**src/rtl/pwm_ramp_ctrl_pkg.sv**
```systemverilog
// Shared types, mode codes and duty-target helper for the PWM ramp controller.
// Pure declarations, no logic or latency.
// No handshake of its own.
package pwm_pkg;

    typedef enum logic [1:0] {
        IDLE     = 2'd0,
        RAMP     = 2'd1,
        DIV_WAIT = 2'd2
    } state_t;

    localparam logic [3:0] MODE_DUTY_0    = 4'd0;
    localparam logic [3:0] MODE_DUTY_25   = 4'd1;
    localparam logic [3:0] MODE_DUTY_50   = 4'd2;
    localparam logic [3:0] MODE_DUTY_75   = 4'd3;
    localparam logic [3:0] MODE_DUTY_100  = 4'd4;
    localparam logic [3:0] MODE_DIV_FIRST = 4'd5;

    // Quarter-scale steps of FS = 2^cnt_w; divider codes have no duty meaning.
    function automatic int duty_target(input logic [3:0] mode, input int cnt_w);
        int fs;
        fs = 1 << cnt_w;
        if (mode <= MODE_DUTY_100)
            return (fs * int'(mode)) / 4;
        else
            return 0;
    endfunction

endpackage

```
**src/rtl/pwm_ramp_ctrl_if.sv**
```systemverilog
// Command/strobe bundle between the mode source and the ramp controller.
// Wires only, no latency.
// mode_valid/mode_ready handshake; period_end is an unqualified strobe.
interface pwm_ramp_ctrl_if #(parameter int CNT_W = 5);
    logic [3:0]     mode;
    logic           mode_valid;
    logic           mode_ready;
    logic           period_end;
    logic [CNT_W:0] width;
    logic [3:0]     div_sel;
    logic           busy;
    logic           done;

    modport master (
        output mode, mode_valid, period_end,
        input  mode_ready, width, div_sel, busy, done
    );

    modport slave (
        input  mode, mode_valid, period_end,
        output mode_ready, width, div_sel, busy, done
    );
endinterface

```
**src/rtl/pwm_ramp_ctrl_dwell_counter.sv**
```systemverilog
// Counts period_end strobes and fires step on every HOLD_PERIODS-th one.
// step is combinational with the qualifying period_end (0 cycles).
// No backpressure; clr holds the count at zero and masks step.
module pwm_dwell_counter #(
    parameter int HOLD_PERIODS = 2
) (
    input  logic clk,
    input  logic rst,
    input  logic clr,
    input  logic period_end,
    output logic step
);
    localparam int CW = (HOLD_PERIODS > 1) ? $clog2(HOLD_PERIODS) : 1;
    localparam logic [CW-1:0] LAST = CW'(HOLD_PERIODS - 1);

    logic [CW-1:0] cnt_q, cnt_d;

    assign step = period_end && !clr && (cnt_q == LAST);

    always_comb begin
        cnt_d = cnt_q;
        if (clr)
            cnt_d = '0;
        else if (period_end)
            cnt_d = step ? '0 : cnt_q + 1'b1;
    end

    always_ff @(posedge clk) begin
        if (rst)
            cnt_q <= '0;
        else
            cnt_q <= cnt_d;
    end
endmodule

```
**src/rtl/pwm_ramp_ctrl.sv**
```systemverilog
// Ramps PWM width toward a commanded duty and applies divider changes at period boundaries.
// Width step lands 1 cycle after the qualifying period_end; equal-target commands finish 1 cycle after accept.
// mode_ready low while a command is in flight and during its done cycle; source must hold mode_valid.
module pwm_ramp_ctrl
    import pwm_pkg::*;
#(
    parameter int CNT_W        = 5,
    parameter int RAMP_STEP    = 4,
    parameter int HOLD_PERIODS = 2
) (
    input logic            clk,
    input logic            rst,
    pwm_ramp_ctrl_if.slave bus
);
    localparam int W = CNT_W + 1;
    localparam logic [W-1:0] STEP = W'(RAMP_STEP);

    state_t         state_q, state_d;
    logic [W-1:0]   width_q, width_d;
    logic [W-1:0]   target_q, target_d;
    logic [3:0]     div_sel_q, div_sel_d;
    logic [3:0]     div_pend_q, div_pend_d;
    logic           done_q, done_d;
    logic [W-1:0]   mode_tgt;
    logic [W-1:0]   step_w;
    logic           accept;
    logic           dwell_step;
    logic           dwell_clr;

    assign mode_tgt = W'(duty_target(bus.mode, CNT_W));
    assign accept   = bus.mode_valid && bus.mode_ready;

    // Outside RAMP the counter is held clear, so a period_end on the accept cycle is never counted.
    assign dwell_clr = (state_q != RAMP);

    pwm_dwell_counter #(.HOLD_PERIODS(HOLD_PERIODS)) u_dwell (
        .clk        (clk),
        .rst        (rst),
        .clr        (dwell_clr),
        .period_end (bus.period_end),
        .step       (dwell_step)
    );

    // Clamp to target when within one step so the ramp never overshoots.
    always_comb begin
        if (target_q > width_q)
            step_w = ((target_q - width_q) <= STEP) ? target_q : width_q + STEP;
        else
            step_w = ((width_q - target_q) <= STEP) ? target_q : width_q - STEP;
    end

    always_comb begin
        state_d    = state_q;
        width_d    = width_q;
        target_d   = target_q;
        div_sel_d  = div_sel_q;
        div_pend_d = div_pend_q;
        done_d     = 1'b0;
        case (state_q)
            IDLE: begin
                if (accept) begin
                    if (bus.mode >= MODE_DIV_FIRST) begin
                        div_pend_d = bus.mode - 4'd4;
                        state_d    = DIV_WAIT;
                    end else begin
                        target_d = mode_tgt;
                        if (mode_tgt == width_q)
                            done_d = 1'b1;
                        else
                            state_d = RAMP;
                    end
                end
            end
            RAMP: begin
                if (dwell_step) begin
                    width_d = step_w;
                    if (step_w == target_q) begin
                        done_d  = 1'b1;
                        state_d = IDLE;
                    end
                end
            end
            DIV_WAIT: begin
                if (bus.period_end) begin
                    div_sel_d = div_pend_q;
                    done_d    = 1'b1;
                    state_d   = IDLE;
                end
            end
            default: state_d = IDLE;
        endcase
    end

    always_ff @(posedge clk) begin
        if (rst) begin
            state_q    <= IDLE;
            width_q    <= '0;
            target_q   <= '0;
            div_sel_q  <= '0;
            div_pend_q <= '0;
            done_q     <= 1'b0;
        end else begin
            state_q    <= state_d;
            width_q    <= width_d;
            target_q   <= target_d;
            div_sel_q  <= div_sel_d;
            div_pend_q <= div_pend_d;
            done_q     <= done_d;
        end
    end

    assign bus.mode_ready = (state_q == IDLE) && !done_q;
    assign bus.width      = width_q;
    assign bus.div_sel    = div_sel_q;
    assign bus.busy       = (state_q != IDLE);
    assign bus.done       = done_q;
endmodule

```
**src/flat_wrapper.sv**
```systemverilog
// flat-port wrapper written by rule: the top's interface ports become plain ports
module pwm_ramp_ctrl_flat import pwm_pkg::*;
#(
    parameter int CNT_W        = 5,
    parameter int RAMP_STEP    = 4,
    parameter int HOLD_PERIODS = 2
)
  (clk, rst, bus_mode, bus_mode_valid, bus_period_end, bus_mode_ready, bus_width, bus_div_sel, bus_busy, bus_done);
  pwm_ramp_ctrl_if #(.CNT_W(CNT_W)) bus_i ();
  input logic clk;
  input logic rst;
  input wire logic [$bits(bus_i.mode)-1:0] bus_mode;
  input wire logic [$bits(bus_i.mode_valid)-1:0] bus_mode_valid;
  input wire logic [$bits(bus_i.period_end)-1:0] bus_period_end;
  output wire logic [$bits(bus_i.mode_ready)-1:0] bus_mode_ready;
  output wire logic [$bits(bus_i.width)-1:0] bus_width;
  output wire logic [$bits(bus_i.div_sel)-1:0] bus_div_sel;
  output wire logic [$bits(bus_i.busy)-1:0] bus_busy;
  output wire logic [$bits(bus_i.done)-1:0] bus_done;
  assign bus_i.mode = bus_mode;
  assign bus_i.mode_valid = bus_mode_valid;
  assign bus_i.period_end = bus_period_end;
  assign bus_mode_ready = bus_i.mode_ready;
  assign bus_width = bus_i.width;
  assign bus_div_sel = bus_i.div_sel;
  assign bus_busy = bus_i.busy;
  assign bus_done = bus_i.done;
  pwm_ramp_ctrl #(.CNT_W(CNT_W), .RAMP_STEP(RAMP_STEP), .HOLD_PERIODS(HOLD_PERIODS)) u_core (.clk(clk), .rst(rst), .bus(bus_i));
endmodule
```
**config.mk**
```make
export PLATFORM = sky130hd
export DESIGN_NAME = pwm_ramp_ctrl_flat
export DESIGN_NICKNAME = d
export VERILOG_FILES = /design/src/rtl/pwm_ramp_ctrl_pkg.sv /design/src/rtl/pwm_ramp_ctrl_if.sv /design/src/rtl/pwm_ramp_ctrl_dwell_counter.sv /design/src/rtl/pwm_ramp_ctrl.sv /design/src/flat_wrapper.sv
export SDC_FILE = /design/constraint.sdc
export NUM_CORES = 1
export LEC_CHECK = 0
export ABC_AREA = 1
export BUFFER_PORTS_ARGS = -buffer_cell sky130_fd_sc_hd__clkbuf_2
export CORE_MARGIN = 5
export CORE_UTILIZATION = 51
export DETAILED_ROUTE_END_ITERATION = 8
export PLACE_DENSITY_LB_ADDON = 0.05
export SLEW_MARGIN = 30
export SYNTH_ARGS = -nofsm -noshare
export SYNTH_HDL_FRONTEND = slang
export SYNTH_SLANG_ARGS = --single-unit
```
**constraint.sdc**
```tcl
create_clock -name clk -period 2.1 [get_ports clk]
set_clock_uncertainty 0.1 [all_clocks]
set_input_delay 0.21 -clock clk [delete_from_list [all_inputs] [get_ports clk]]
set_output_delay 0.21 -clock clk [all_outputs]
set_load 0.01 [all_outputs]
```
* After elaboration in Yosys (flattened, before gate mapping)
Cells that the tools add are included.
** Storage, ports and cells
- Input bits :: 8
- Register bits :: 24
- Logic and storage cells :: 62
- Output and inout bits :: 13
** Cells by class
- Eq/ne operators :: 10
- Magnitude comparators :: 5
- Mux-type cells :: 19
- Add/subtract/negate cells :: 6
- Reduce and logical (&&, ||, !) cells :: 14
- Bitwise gates (word level) :: 1
** Operators with widths (count)
- 2-to-1 mux 6 bit :: 4
- equality test 6 bit :: 2
- less-or-equal comparator 6 x 3 -> 1 bit, second input constant :: 2
- 2-to-1 mux 2 bit :: 6
- subtractor 6 bit :: 2
- 2-to-1 mux 1 bit :: 7
- adder 6 x 3 -> 6 bit, second input constant :: 1
- greater-than comparator 6 bit :: 1
- != test 2 x 1 -> 1 bit, second input constant :: 3
- case mux 2 bit (3 select lines) :: 1
- AND reduction 3 bit :: 2
- subtractor 6 x 3 -> 6 bit, second input constant :: 1
- AND reduction 5 bit :: 1
- >= comparator 4 x 3 -> 1 bit, second input constant :: 1
- less-or-equal comparator 4 x 3 -> 1 bit, second input constant :: 1
- logical AND 1 bit :: 4
- != test 2 bit, second input constant :: 2
- AND reduction 2 bit :: 2
- subtractor 4 x 3 -> 4 bit, second input constant :: 1
- != test 3 x 2 -> 1 bit, second input constant :: 1
- case mux 1 bit (3 select lines) :: 1
- equality test 2 x 1 -> 1 bit, second input constant :: 1
- equality test 2 bit, second input constant :: 1
- logical NOT 1 bit :: 2
- other kinds (5) :: 5

* Depth between registers and ports, before layout
- Word-level depth :: 8
- Depth in mapped cells :: 18
- Gate-level depth less buffers :: 18

* Cells and area by module
A second synthesis with hierarchy kept.
** Unflattened totals
- Cell total of the unflattened synthesis :: 220
- Area total of the unflattened synthesis :: 1501.4 sq um
** Modules (own cells, without submodules)
- pwm_ramp_ctrl :: cells each 213, times used 1, area each 1456.4 sq um
- pwm_dwell_counter :: cells each 7, times used 1, area each 45.0 sq um

* Worst setup path after synthesis
OpenSTA, ideal clock, no wires.
- Path type :: register to register
- Start :: register u_core.width_q[3], in the netlist u_core.bus.width[3]
- End :: register u_core.state_q[0]
- Data required time :: 1891 ps
- Path buffers :: 0
- Setup slack :: -178 ps
- Clock period less this slack :: 2278 ps
- Stages on the path, launching flop included :: 17
- Library setup time :: 109 ps
- Arrival :: 2069 ps
- Cells stage by stage :: dfxtp_1 > inv_1 > ha_1 > fa_1 > nand2_1 > inv_1 > nand3_4 > nand2_1 > nand3_2 > nand3_2 > nor2_1 > nor2_1 > nand2_1 > nand2_1 > o21ai_1 > nand2_1 > inv_1
** On the way
- Longest elaborated chain between the ends :: 7
** Ends and longest elaborated chain
- start: declaration :: RTL line pwm_ramp_ctrl.sv:19 : logic [W-1:0] width_q, width_d;
- start signal: assignment :: RTL line pwm_ramp_ctrl.sv:104 : width_q <= width_d;
- subtractor 6 bit (on tied branches) :: RTL line pwm_ramp_ctrl.sv:49, pwm_ramp_ctrl.sv:47
- less-or-equal comparator 6 x 3 -> 1 bit (on tied branches) :: RTL line pwm_ramp_ctrl.sv:49, pwm_ramp_ctrl.sv:47
- 2-to-1 mux 6 bit (on tied branches) :: RTL line pwm_ramp_ctrl.sv:49, pwm_ramp_ctrl.sv:47
- 2-to-1 mux 6 bit :: RTL line pwm_ramp_ctrl.sv:46 : if (target_q > width_q)
- equality test 6 bit :: RTL line pwm_ramp_ctrl.sv:77 : if (step_w == target_q) begin
- != test 2 x 1 -> 1 bit (no source line)
- AND reduction 5 bit (no source line) (*)
- end signal: assignment :: RTL line pwm_ramp_ctrl.sv:103 : state_q <= state_d;
- end: declaration :: RTL line pwm_ramp_ctrl.sv:18 : state_t state_q, state_d;
Every way passes the cells marked *; elsewhere a longest branch is shown, timed or not.
A chain may end at the register's enable or synchronous reset.

* Worst setup path in the final report
- Start :: register u_core.width_q[3], in the netlist u_core.bus.width[3]
- End :: register u_core.done_q, in the netlist u_core.bus.done
** On the way
- Longest elaborated chain between the ends :: 8
** Ends and longest elaborated chain
- subtractor 6 bit (on tied branches) :: RTL line pwm_ramp_ctrl.sv:49, pwm_ramp_ctrl.sv:47
- less-or-equal comparator 6 x 3 -> 1 bit (on tied branches) :: RTL line pwm_ramp_ctrl.sv:49, pwm_ramp_ctrl.sv:47
- 2-to-1 mux 6 bit (on tied branches) :: RTL line pwm_ramp_ctrl.sv:49, pwm_ramp_ctrl.sv:47
- 2-to-1 mux 6 bit :: RTL line pwm_ramp_ctrl.sv:46
- equality test 6 bit :: RTL line pwm_ramp_ctrl.sv:77
- 2-to-1 mux 1 bit :: RTL line pwm_ramp_ctrl.sv:77
- 2-to-1 mux 1 bit :: RTL line pwm_ramp_ctrl.sv:75 : if (dwell_step) begin
- case mux 1 bit (3 select lines) (*) :: RTL line pwm_ramp_ctrl.sv:59 : case (state_q)
- end signal: assignment :: RTL line pwm_ramp_ctrl.sv:108 : done_q <= done_d;
- end: declaration :: RTL line pwm_ramp_ctrl.sv:23 : logic done_q, done_d;
Marks and branches as above.

==> qor.txt <==
YOSYS
--------------------------------------------------------------------------------
Average cell area after synthesis .................................    6.979 µm²
Yosys warnings ....................................................            0
Combinational family with the most area after synthesis ........... simple AND/OR/NAND/NOR gates
Share of synthesized area occupied by flip-flops and latches ......       29.24%
Cell count after synthesis ........................................          206
Post-synthesis share of cell area spent on xor and xnor gates .....       3.046%
Multiplexer fraction of the synthesized cell area .................           0%
Synthesized-area fraction occupied by ao, oa, aoi and oai cells ...       13.49%
Post-synth EDFFs ..................................................            0
Flip-flop and latch count after synthesis .........................           21
Net Count, Synth ..................................................          222
Unique masters post-synth .........................................           26
Netlist area before placement .....................................     1438 µm²
Synth Flop Type ...................................................      dfxtp_1
Async set-or-reset flop fraction in the synthesized netlist .......           0%
Adder-cell share of the synthesized area ..........................       7.485%
Synth Area in Simple Gates ........................................       35.60%

CLOCKING
--------------------------------------------------------------------------------
Clock insertion delay at the later pin of the skew report .........       300 ps
TritonCTS Buffers .................................................            3
Clock tree from TritonCTS .........................................         done
Number of H-tree branching levels .................................            1
Maximum count of clock buffers along a single path ................            2
CTS root buffer ...................................................     clkbuf_4
Clock transition at path regs .....................................       120 ps
Clock net sink count ..............................................           21

LAYOUT
--------------------------------------------------------------------------------
Finished Layout Cells .............................................          277
Number of antenna repair diodes ...................................            0
Post-layout net count .............................................          263
Number of inserted filler cells in the final layout ...............          253
Synth-to-Final Area Change ........................................       25.06%
Most used cells in the layout excluding fill and tap cells ........ inv_1, nand2_1, clkbuf_2
Share of layout cells above drive strength 1 ......................       29.67%
Most common library cell in the layout ignoring fill and taps .....        inv_1

PLACEMENT
--------------------------------------------------------------------------------
Cell Count Post-Placement .........................................          270
Post-detail-place hpwl ............................................     2.811 mm
I/O Buffers .......................................................           20
Placer Congestion .................................................       0.9007

GLOBAL ROUTING
--------------------------------------------------------------------------------
Antenna violations before repair ..................................            0
Total routing resource utilization after global routing ...........       18.63%
Number of global-route vias before repair .........................         1376
Pin count of the biggest net entering global routing ..............           17
First-pass GRT wire length ........................................     6.106 mm
Total congestion overflow after global routing ....................            0

POWER AND IR DROP
--------------------------------------------------------------------------------
Total power draw ..................................................     1.031 mW
Pwr per Cell Area ................................................. 573.7 nW/µm²
Peak supply drop ..................................................  0.0005773 V
Leakage Power .....................................................    0.9350 nW

SETUP PATH
--------------------------------------------------------------------------------
Longest individual stage delay on the worst path ..................       520 ps
Startpoint of the worst-slack reg-to-reg timing path .............. u_core.bus.width[3]$_SDFFE_PP0P_
Capturing element type of the critical path .......................    flip-flop
Endpoint arrival time on the critical path ........................      2360 ps
Cell type of the slowest stage on the worst timing path ...........         fa_2
Critical path, cell by cell ....................................... inv_4, ha_4, fa_2, nand2_2, inv_2, nand3_4, nand2_1, nand3_2, nand3_2, nor2_1, nor2_1, nand2_1, buf_4, a31oi_1
Type of element launching the critical path .......................    flip-flop
Setup crit start .................................................. u_core.bus.width[3]$_SDFFE_PP0P_
Kind of cell with the highest combined delay on the critical path .  adder cells
Buf/Inv on CP .....................................................            3
Critical path class ............................................... flip-flop to flip-flop
CP max FO .........................................................            4
Required time at the worst-slack endpoint .........................      2230 ps

TIMING
--------------------------------------------------------------------------------
Final number of setup-violating endpoints .........................            2
Number of slew-limit violations in the final report ...............            0
Worst setup margin ................................................    -128.0 ps
RSZ-0062 raised after global routing ..............................         true
Worst-case headroom to the max-slew limit .........................       72.29%
Period utilization ................................................       106.1%
Max Clk Rate ......................................................   0.4488 GHz
Slew of the pin with the lowest slew margin .......................     415.2 ps
Shortest period the worst path allows .............................      2228 ps
Final hold viol count .............................................            0

DETAILED ROUTING
--------------------------------------------------------------------------------
Initial detailed-routing violation count ..........................           70
ANT nets after route ..............................................            0
Residual DRC ......................................................            0
Total number of vias ..............................................         1417
DRT Pass-1 Iters ..................................................            4
Average detailed-routed wire length per instance ..................     12.67 µm
Final Routed Wirelength ...........................................     3.510 mm
Vias/cell .........................................................        5.116

OUTCOME
--------------------------------------------------------------------------------
Status ............................................................ finished with violations
Failing checks .................................................... setup timing

DIE
--------------------------------------------------------------------------------
Die outline area ..................................................     3981 µm²
Horizontal extent of the die ......................................     63.10 µm
Floorplan Core Area ...............................................     2734 µm²
Top Ports .........................................................           21
FP Rows ...........................................................           19
Vert. Die Dim .....................................................     63.10 µm
Starting Density ..................................................       52.59%

JOB
--------------------------------------------------------------------------------
Max-capacitance violation count ...................................            0

WORST HOLD PATH
--------------------------------------------------------------------------------
Type of the worst min-delay path .................................. input port to flip-flop
Hold path startpoint ..............................................          rst

==> cells in the mapped netlist, types with 2 or more instances <==
library cell / instances / area (µm²)
o21ai_0: 16 / 80.08
nor2_4: 2 / 22.52
o211ai_1: 2 / 15.01
nand3b_1: 2 / 15.01
nand4_1: 5 / 31.28
nand3_2: 6 / 60.06
a21oi_1: 16 / 80.08
ha_1: 7 / 87.58
nor2_1: 20 / 75.07
inv_1: 39 / 146.4
nand2_2: 2 / 12.51
nand2_4: 2 / 22.52
nand3_1: 14 / 70.07
nand2_1: 36 / 135.1
nand3_4: 2 / 35.03
xor2_1: 5 / 43.79
dfxtp_1: 21 / 420.4
==> where the power goes <==
part / internal (mW) / switching, mW / leakage, nW
Combinational: 0.171 / 0.229 / 0.749
Sequential: 0.421 / 0.0158 / 0.172
Clock: 0.0724 / 0.123 / 0.0139
==> final cells by class <==
cell class	count	area, µm²	area share, %
Clock buffer	3	22.52	1.253
Clock inverter	1	7.507	0.4175
Inverter	40	157.7	8.768
Multi-Input combinational cell	144	915.9	50.94
Sequential cell	21	425.4	23.66
Tap cell	31	38.79	2.157
Timing Repair Buffer	37	230.2	12.80
==> worst paths after layout <==
kind | end | slack (ps) | depth (start not counted)
max | u_core.bus.done$_SDFF_PP0_ | -130 | 14
min | u_core.bus.done$_SDFF_PP0_ | 60 | 2
max reg2reg | u_core.bus.done$_SDFF_PP0_ | -130 | 14
min reg2reg | u_core.bus.div_sel[0]$_SDFFE_PP0P_ | 360 | 2
==> stage by stage <==
stage	hold slack, ps	area (µm²)	setup TNS [ps]	utilization, %	setup slack, ps
floorplan	179.1	1443	-7.325	-	-7.325
global placement	331.0	1682	-43.12	61.51	-43.12
detailed placement	339.3	1682	-118.0	61.51	-109.6
CTS	40.47	1763	-152.8	64.49	-123.2
global route	54.72	1798	-735.3	65.77	-325.2
finish	55.49	1798	-238.1	65.77	-128.0
==> cell families after synthesis <==
family / after synthesis
flip-flops: 21
buffers and inverters: 41
adder cells (fa/ha/maj): 8
AO/OA/AOI/OAI: 37
XOR/XNOR: 5
AND/OR/NAND/NOR: 94
==> what timing repair did <==
action                     CTS  global route
setup buffers                1             1
hold buffers                 1             0
resized for setup            9             7
pin swaps                    9             3
hold endpoints to repair     1             0
setup endpoints to repair    3             4
==> layer usage <==
layer | share of wire [%] | up-vias | track usage [%]
li1 | - | 745 | -
met1 | 44 | 644 | 23.00
met2 | 51 | 26 | 33.59
met3 | 4.2 | 2 | 1.776
met4 | 0.80 | 0 | 5.836
met5 | 0 | - | 0
==> sequential cells by signal, indices dropped and copies added (netlist names) <==
name	count
u_core.bus.done	1
u_core.target_q	3
u_core.div_pend_q	4
u_core.u_dwell.cnt_q	1
u_core.bus.width	6
u_core.bus.div_sel	4
u_core.state_q	2
No activity file was read; power rests on OpenSTA's default activity.
